### src/rtl/arb_pkg.sv
// Shared constants and helpers for the requester arbiter: scheme names,
// vector rotation and one-hot to binary conversion.
package arb_pkg;

  localparam string ARB_FP  = "FP";
  localparam string ARB_RR  = "RR";
  localparam string ARB_WRR = "WRR";

  // Helpers operate on a fixed wide container; arbiters must keep REQS < MAX_REQS.
  localparam int MAX_REQS = 64;
  localparam int IDX_W    = 7;

  function automatic logic [MAX_REQS-1:0] rotl(input logic [MAX_REQS-1:0] v,
                                                input int n);
    logic [MAX_REQS-1:0] mask;
    mask = (MAX_REQS'(1) << n) - MAX_REQS'(1);
    return ((v << 1) | (v >> (n - 1))) & mask;
  endfunction

  function automatic logic [IDX_W-1:0] onehot2binary(input logic [MAX_REQS-1:0] v);
    logic [IDX_W-1:0] b;
    b = '0;
    for (int i = 0; i < MAX_REQS; i++) begin
      if (v[i]) b = b | IDX_W'(i);
    end
    return b;
  endfunction

endpackage

### src/rtl/wrr_arbitrator_if.sv
// Requester-side bundle of the arbiter: requests, transaction framing,
// weights and the resulting grant.
interface wrr_arbitrator_if #(
  parameter int REQS = 4,
  parameter int WW   = 4
);
  logic [REQS-1:0]         req;
  logic [REQS-1:0]         last;
  logic [REQS*WW-1:0]      weight;
  logic                    rdy;
  logic [REQS-1:0]         gnt;
  logic [$clog2(REQS)-1:0] num;
  logic                    lock;

  modport master (
    output req, last, weight, rdy,
    input  gnt, num, lock
  );

  modport slave (
    input  req, last, weight, rdy,
    output gnt, num, lock
  );
endinterface

### src/rtl/prio_select.sv
// Picks the first set request at or above the one-hot top position, wrapping
// around, by subtracting top from the request vector concatenated with itself.
module prio_select #(
  parameter int REQS = 4
) (
  input  logic [REQS-1:0] req,
  input  logic [REQS-1:0] top,
  output logic [REQS-1:0] gnt
);
  logic [2*REQS-1:0] dbl;
  logic [2*REQS-1:0] msk;

  assign dbl = {req, req};
  assign msk = dbl & ~(dbl - {{REQS{1'b0}}, top});
  assign gnt = msk[REQS-1:0] | msk[2*REQS-1:REQS];
endmodule

### src/rtl/wrr_arbitrator.sv
// Fixed-priority / round-robin / weighted round-robin arbiter with the grant
// held across multi-beat transactions framed by the owner's last flag.
module wrr_arbitrator
  import arb_pkg::*;
#(
  parameter int    REQS   = 4,
  parameter string SCHEME = "WRR",
  parameter int    WW     = 4
) (
  input logic             clk,
  input logic             reset,
  wrr_arbitrator_if.slave bus
);
  localparam int NW = $clog2(REQS);
  localparam bit IS_FP = (SCHEME == ARB_FP);
  localparam bit IS_RR = (SCHEME == ARB_RR);
  localparam logic [REQS-1:0] TOP_RST = {{(REQS-1){1'b0}}, 1'b1};
  localparam logic [WW:0]     ONE_C   = {{WW{1'b0}}, 1'b1};

  logic                lck_reg;
  logic [REQS-1:0]     own_reg;
  logic [REQS-1:0]     top_reg;
  logic [WW-1:0]       cnt_reg;

  logic [REQS-1:0]     top;
  logic [REQS-1:0]     act_gnt;
  logic [REQS-1:0]     gnt;
  logic [MAX_REQS-1:0] gnt_w;
  logic [MAX_REQS-1:0] rot_w;
  logic [IDX_W-1:0]    idx_w;
  logic [NW-1:0]       k;
  logic [WW-1:0]       w_k;
  logic [WW:0]         w_eff;
  logic [WW:0]         c;
  logic                beat;
  logic                eot;
  logic                advance;
  logic                unused_bits;

  assign top = IS_FP ? TOP_RST : top_reg;

  prio_select #(.REQS(REQS)) u_prio (
    .req (bus.req),
    .top (top),
    .gnt (act_gnt)
  );

  assign gnt   = lck_reg ? (own_reg & bus.req) : act_gnt;
  assign gnt_w = MAX_REQS'(gnt);
  assign idx_w = onehot2binary(gnt_w);
  assign k     = idx_w[NW-1:0];
  assign rot_w = rotl(gnt_w, REQS);

  assign beat = (|gnt) & bus.rdy;
  assign eot  = beat & (|(gnt & bus.last));

  // Credit run: consecutive transactions by the port currently holding top.
  assign w_k     = bus.weight[k*WW +: WW];
  assign w_eff   = (w_k == '0) ? ONE_C : {1'b0, w_k};
  assign c       = (gnt == top_reg) ? ({1'b0, cnt_reg} + ONE_C) : ONE_C;
  assign advance = IS_RR || (c >= w_eff);

  assign unused_bits = &{1'b0, idx_w[IDX_W-1:NW], rot_w[MAX_REQS-1:REQS]};

  assign bus.gnt  = gnt;
  assign bus.num  = k;
  assign bus.lock = lck_reg;

  always_ff @(posedge clk) begin
    if (!reset) begin
      lck_reg <= 1'b0;
      own_reg <= '0;
      top_reg <= TOP_RST;
      cnt_reg <= '0;
    end else begin
      // An owner that drops its request keeps the lock until it returns.
      lck_reg <= (lck_reg & ~(|gnt)) | ((|gnt) & ~eot);
      if (|gnt) own_reg <= gnt;
      if (eot && !IS_FP) begin
        if (advance) begin
          top_reg <= rot_w[REQS-1:0];
          cnt_reg <= '0;
        end else begin
          top_reg <= gnt;
          cnt_reg <= c[WW-1:0];
        end
      end
    end
  end
endmodule

### src/flat_wrapper.sv
// flat-port wrapper written by rule: the top's interface ports become plain ports
module wrr_arbitrator_flat import arb_pkg::*;
#(
  parameter int    REQS   = 4,
  parameter string SCHEME = "   ",
  parameter int    WW     = 4
)
  (clk, reset, bus_req, bus_last, bus_weight, bus_rdy, bus_gnt, bus_num, bus_lock);
  wrr_arbitrator_if #(.REQS(REQS), .WW(WW)) bus_i ();
  input logic clk;
  input logic reset;
  input wire logic [$bits(bus_i.req)-1:0] bus_req;
  input wire logic [$bits(bus_i.last)-1:0] bus_last;
  input wire logic [$bits(bus_i.weight)-1:0] bus_weight;
  input wire logic [$bits(bus_i.rdy)-1:0] bus_rdy;
  output wire logic [$bits(bus_i.gnt)-1:0] bus_gnt;
  output wire logic [$bits(bus_i.num)-1:0] bus_num;
  output wire logic [$bits(bus_i.lock)-1:0] bus_lock;
  assign bus_i.req = bus_req;
  assign bus_i.last = bus_last;
  assign bus_i.weight = bus_weight;
  assign bus_i.rdy = bus_rdy;
  assign bus_gnt = bus_i.gnt;
  assign bus_num = bus_i.num;
  assign bus_lock = bus_i.lock;
  wrr_arbitrator #(.REQS(REQS), .SCHEME(SCHEME), .WW(WW)) u_core (.clk(clk), .reset(reset), .bus(bus_i));
endmodule
### config.mk
export PLATFORM = sky130hd
export DESIGN_NAME = wrr_arbitrator_flat
export DESIGN_NICKNAME = d
export VERILOG_FILES = /design/src/rtl/arb_pkg.sv /design/src/rtl/wrr_arbitrator_if.sv /design/src/rtl/prio_select.sv /design/src/rtl/wrr_arbitrator.sv /design/src/flat_wrapper.sv
export SDC_FILE = /design/constraint.sdc
export NUM_CORES = 1
export LEC_CHECK = 0
export CAP_MARGIN = 30
export CORE_UTILIZATION = 40
export CTS_CLUSTER_SIZE = 16
export DETAILED_ROUTE_END_ITERATION = 10
export PLACE_DENSITY_LB_ADDON = 0.08
export SLEW_MARGIN = 5
export SYNTH_ARGS = -nofsm -noshare
export SYNTH_HDL_FRONTEND = slang
export SYNTH_HIERARCHICAL = 1
export SYNTH_SLANG_ARGS = --single-unit
export TNS_END_PERCENT = 5
### constraint.sdc
create_clock -name clk -period 5 [get_ports clk]
set_input_delay 1 -clock clk [delete_from_list [all_inputs] [get_ports clk]]
set_output_delay 1 -clock clk [all_outputs]
set_load 0.03 [all_outputs]
==> flow_metrics.tcl, run 1 <==
set metrics [dict create \
    via_per_inst 5.33 \
    r2r_cells 20 \
    row_count 20 \
    critical_path_required_ns 5.16 \
    core_um2 3080 \
    insertedDiodeCount 0 \
    endpoint_kind "flip-flop" \
    tns_ns 0 \
    hpwl_um 2820 \
    yosys.area.top_type "dfxtp_1" \
    htreeDepth 1 \
    grt_pass1_vias 1312 \
    utilization_pct 60.0 \
    track_usage_pct 21.4 \
    hold_viol_final 0 \
    drc 0 \
    pre_cts_ws_ns -0.176 \
    syn-num-nets 198 \
    num_vias 1371 \
    r2r-end "u_core/top[3]" \
    min_period_over_period_pct 95.8 \
    ys_types 51 \
    holdPathStages 2 \
    netlist_top_cells_count "dfxtp_1, nand2_1, nand3_1" \
    tightest_slew_ns 0.524 \
    finalCriticalPeriod_ns 4.79 \
    nets 250 \
    firstDrtPassIters 4 \
    ios 34 \
    cts_tree "yes" \
    power.leakage_uw 0.000723 \
    portBuffers 33 \
    die_w_um 59.2 \
    cts.sink_count 13 \
    cts_buffers 3 \
    path_class "input port to flip-flop" \
    synthFlopType "dfxtp_1" \
    grt_pass1_wl_um 5620 \
    overflow 0 \
    dr.first_iter.drc_count 56 \
    p_per_area_nw_per_um2 299 \
    setup_viol 0 \
    min_to "u_core/cnt_reg[1]" \
    post_drt_wl_per_cell_um 13.9 \
    cp.arrival_ns 4.95 \
    die_y_um 59.2 \
    rr_startpoint "u_core/top[0]" \
    die_area_um2 3510 \
    async_flop_share_pct 0 \
    max_slew_margin_pct 64.9 \
    syn2layout_area_growth_pct 40.9 \
    synth_area_leaders "dfxtp_1, ha_1, nand3_1" \
    synth-seq-cells 13 \
    antenna_found_initial 0 \
    initial_core_util_pct 42.6 \
    yosys_warnings 6 \
    cts-root-buf "clkbuf_4" \
    fin_ws_ns 0.211 \
    hold_class "flip-flop to flip-flop" \
    critPathLaunchType "input port" \
    synth_edf_count 0 \
    syn_area_um2 1310 \
    drive_above_1_share_pct 21.1 \
    gp_congestion 0.879 \
    vdd_drop_max_v 0.000136 \
    finalMaxSlewViolations 0 \
    rrSetupSlack_ns 0.94 \
    hold_path_startpoint "u_core/cnt_reg[1]" \
    clock_skew_ns 0.00813 \
    syn_inst 162 \
    drv_cap 0 \
    power_uw 551 \
    n_fill_cell 297 \
    clk_latency_ns 0.28 \
    clk_pin_slew_ns 0.09 \
    drt-total-wl_um 3570 \
    cts_buffer_depth 2 \
    max_freq_mhz 209 \
    seq_area_frac_synth_pct 19.9 \
    grt_max_degree 18 \
    crit_fanout 7 \
    antenna_left 0 \
    outcome "completed" \
    avgSynthCellArea_um2 8.09 \
    netlist.area_leader.share_pct 19.9 \
]
[worst max-delay path, cell delays in order]
cell             delay [ns]
clkdlybuf4s50_1        0.47
inv_1                  0.06
fa_1                   0.40
and2b_1                0.23
o21ai_1                0.06
nor4b_1                0.14
o31a_1                 0.29
nand2b_1               0.14
nand4_4                0.16
buf_4                  0.19
mux2i_1                0.16
a21oi_1                0.09
a31o_2                 0.22
ha_1                   0.26
nand2b_1               0.14
a21o_1                 0.18
a21o_1                 0.18
a21oi_2                0.15
buf_4                  0.16
and2_4                 0.16
o311ai_2               0.10
[metrics by stage]
stage,instance area [um^2],hold WS (ns),std cells
after floorplan,1310,0.448,162
after global placement,1780,0.466,251
after detailed placement,1780,0.472,251
after CTS,1810,0.485,255
after global routing,1850,0.522,257
final,1850,0.485,257
[cells by family (layout without fill, tap and decap cells)]
logic type	after synthesis	after routing	synth area share, %
buffers and inverters	15	66	6.11
flip-flops	13	13	19.9
AO/OA/AOI/OAI	40	40	22.0
adder cells (fa/ha/maj)	9	9	9.17
XOR/XNOR	3	3	2.01
AND/OR/NAND/NOR	75	75	35.1
multiplexers	7	7	5.73
[final cells by class]
| class | count | area (um^2) | area share [%] |
|---|---|---|---|
| timing repair buffer | 52 | 470 | 25.5 |
| tap | 44 | 55.1 | 2.98 |
| sequential | 13 | 260 | 14.1 |
| clock buffer | 3 | 22.5 | 1.22 |
| inverter | 10 | 37.5 | 2.03 |
| multi-input combinational | 134 | 995 | 53.9 |
| clock inverter | 1 | 5.00 | 0.271 |
[what timing repair did]
item,in CTS,in global routing
hold buffers,0,0
setup endpoints to repair,0,8
buffers inserted,0,1
resized for setup,0,8
[metal layers]
metal,vias up,GRT usage (%),part of all wire [%]
li1,696,-,-
met1,634,25.1,43
met2,35,38.4,51
met3,6,3.06,4.3
met4,0,9.52,1.5
met5,-,0,0
[how the worst max path moves through the flow]
stage	start	endpoint	slack, ns
after floorplan	bus_req[2]	u_core/top[3]	0.08
after global placement	bus_req[1]	u_core/top[3]	-0.09
after detailed placement	bus_req[1]	u_core/top[3]	-0.18
after CTS	bus_req[1]	u_core/top[3]	0.13
after global routing	bus_req[1]	u_core/cnt_reg[3]	-0.01
final	bus_req[1]	u_core/top[3]	0.21
[cells in the final DEF, fill, tap and decap left out, types with 3 or more instances in the layout]
cell type,synthesis,layout
nand2b_1,4,4
mux2i_1,3,3
nand2_1,13,13
a21oi_1,5,4
dfxtp_1,13,13
and3_1,4,4
mux2_2,4,4
o21a_1,4,4
o21ai_1,2,4
nor3_1,6,4
nor2b_1,8,8
ha_1,8,8
a21boi_1,8,8
o21ai_0,6,4
buf_4,0,18
nor2_1,5,4
nor3_2,2,4
nand3_1,12,12
inv_1,9,9
nand4_1,5,5
clkdlybuf4s50_1,0,33
clkbuf_4,0,3
[power by group]
group          switching (uW)  internal, uW  leakage (uW)
Combinational             180           172      0.000599
Sequential               17.7           116      0.000106
Clock                    36.5          29.6     0.0000177
No activity file was read; power rests on OpenSTA's default activity.
==> inputs of run 2 (changes only) <==
CTS_CLUSTER_DIAMETER = 50   (was unset)
CTS_CLUSTER_SIZE = 10   (was 16)
==> results of run 2 <==
The final DEF is identical to that of run 1; final timing and power are the same.
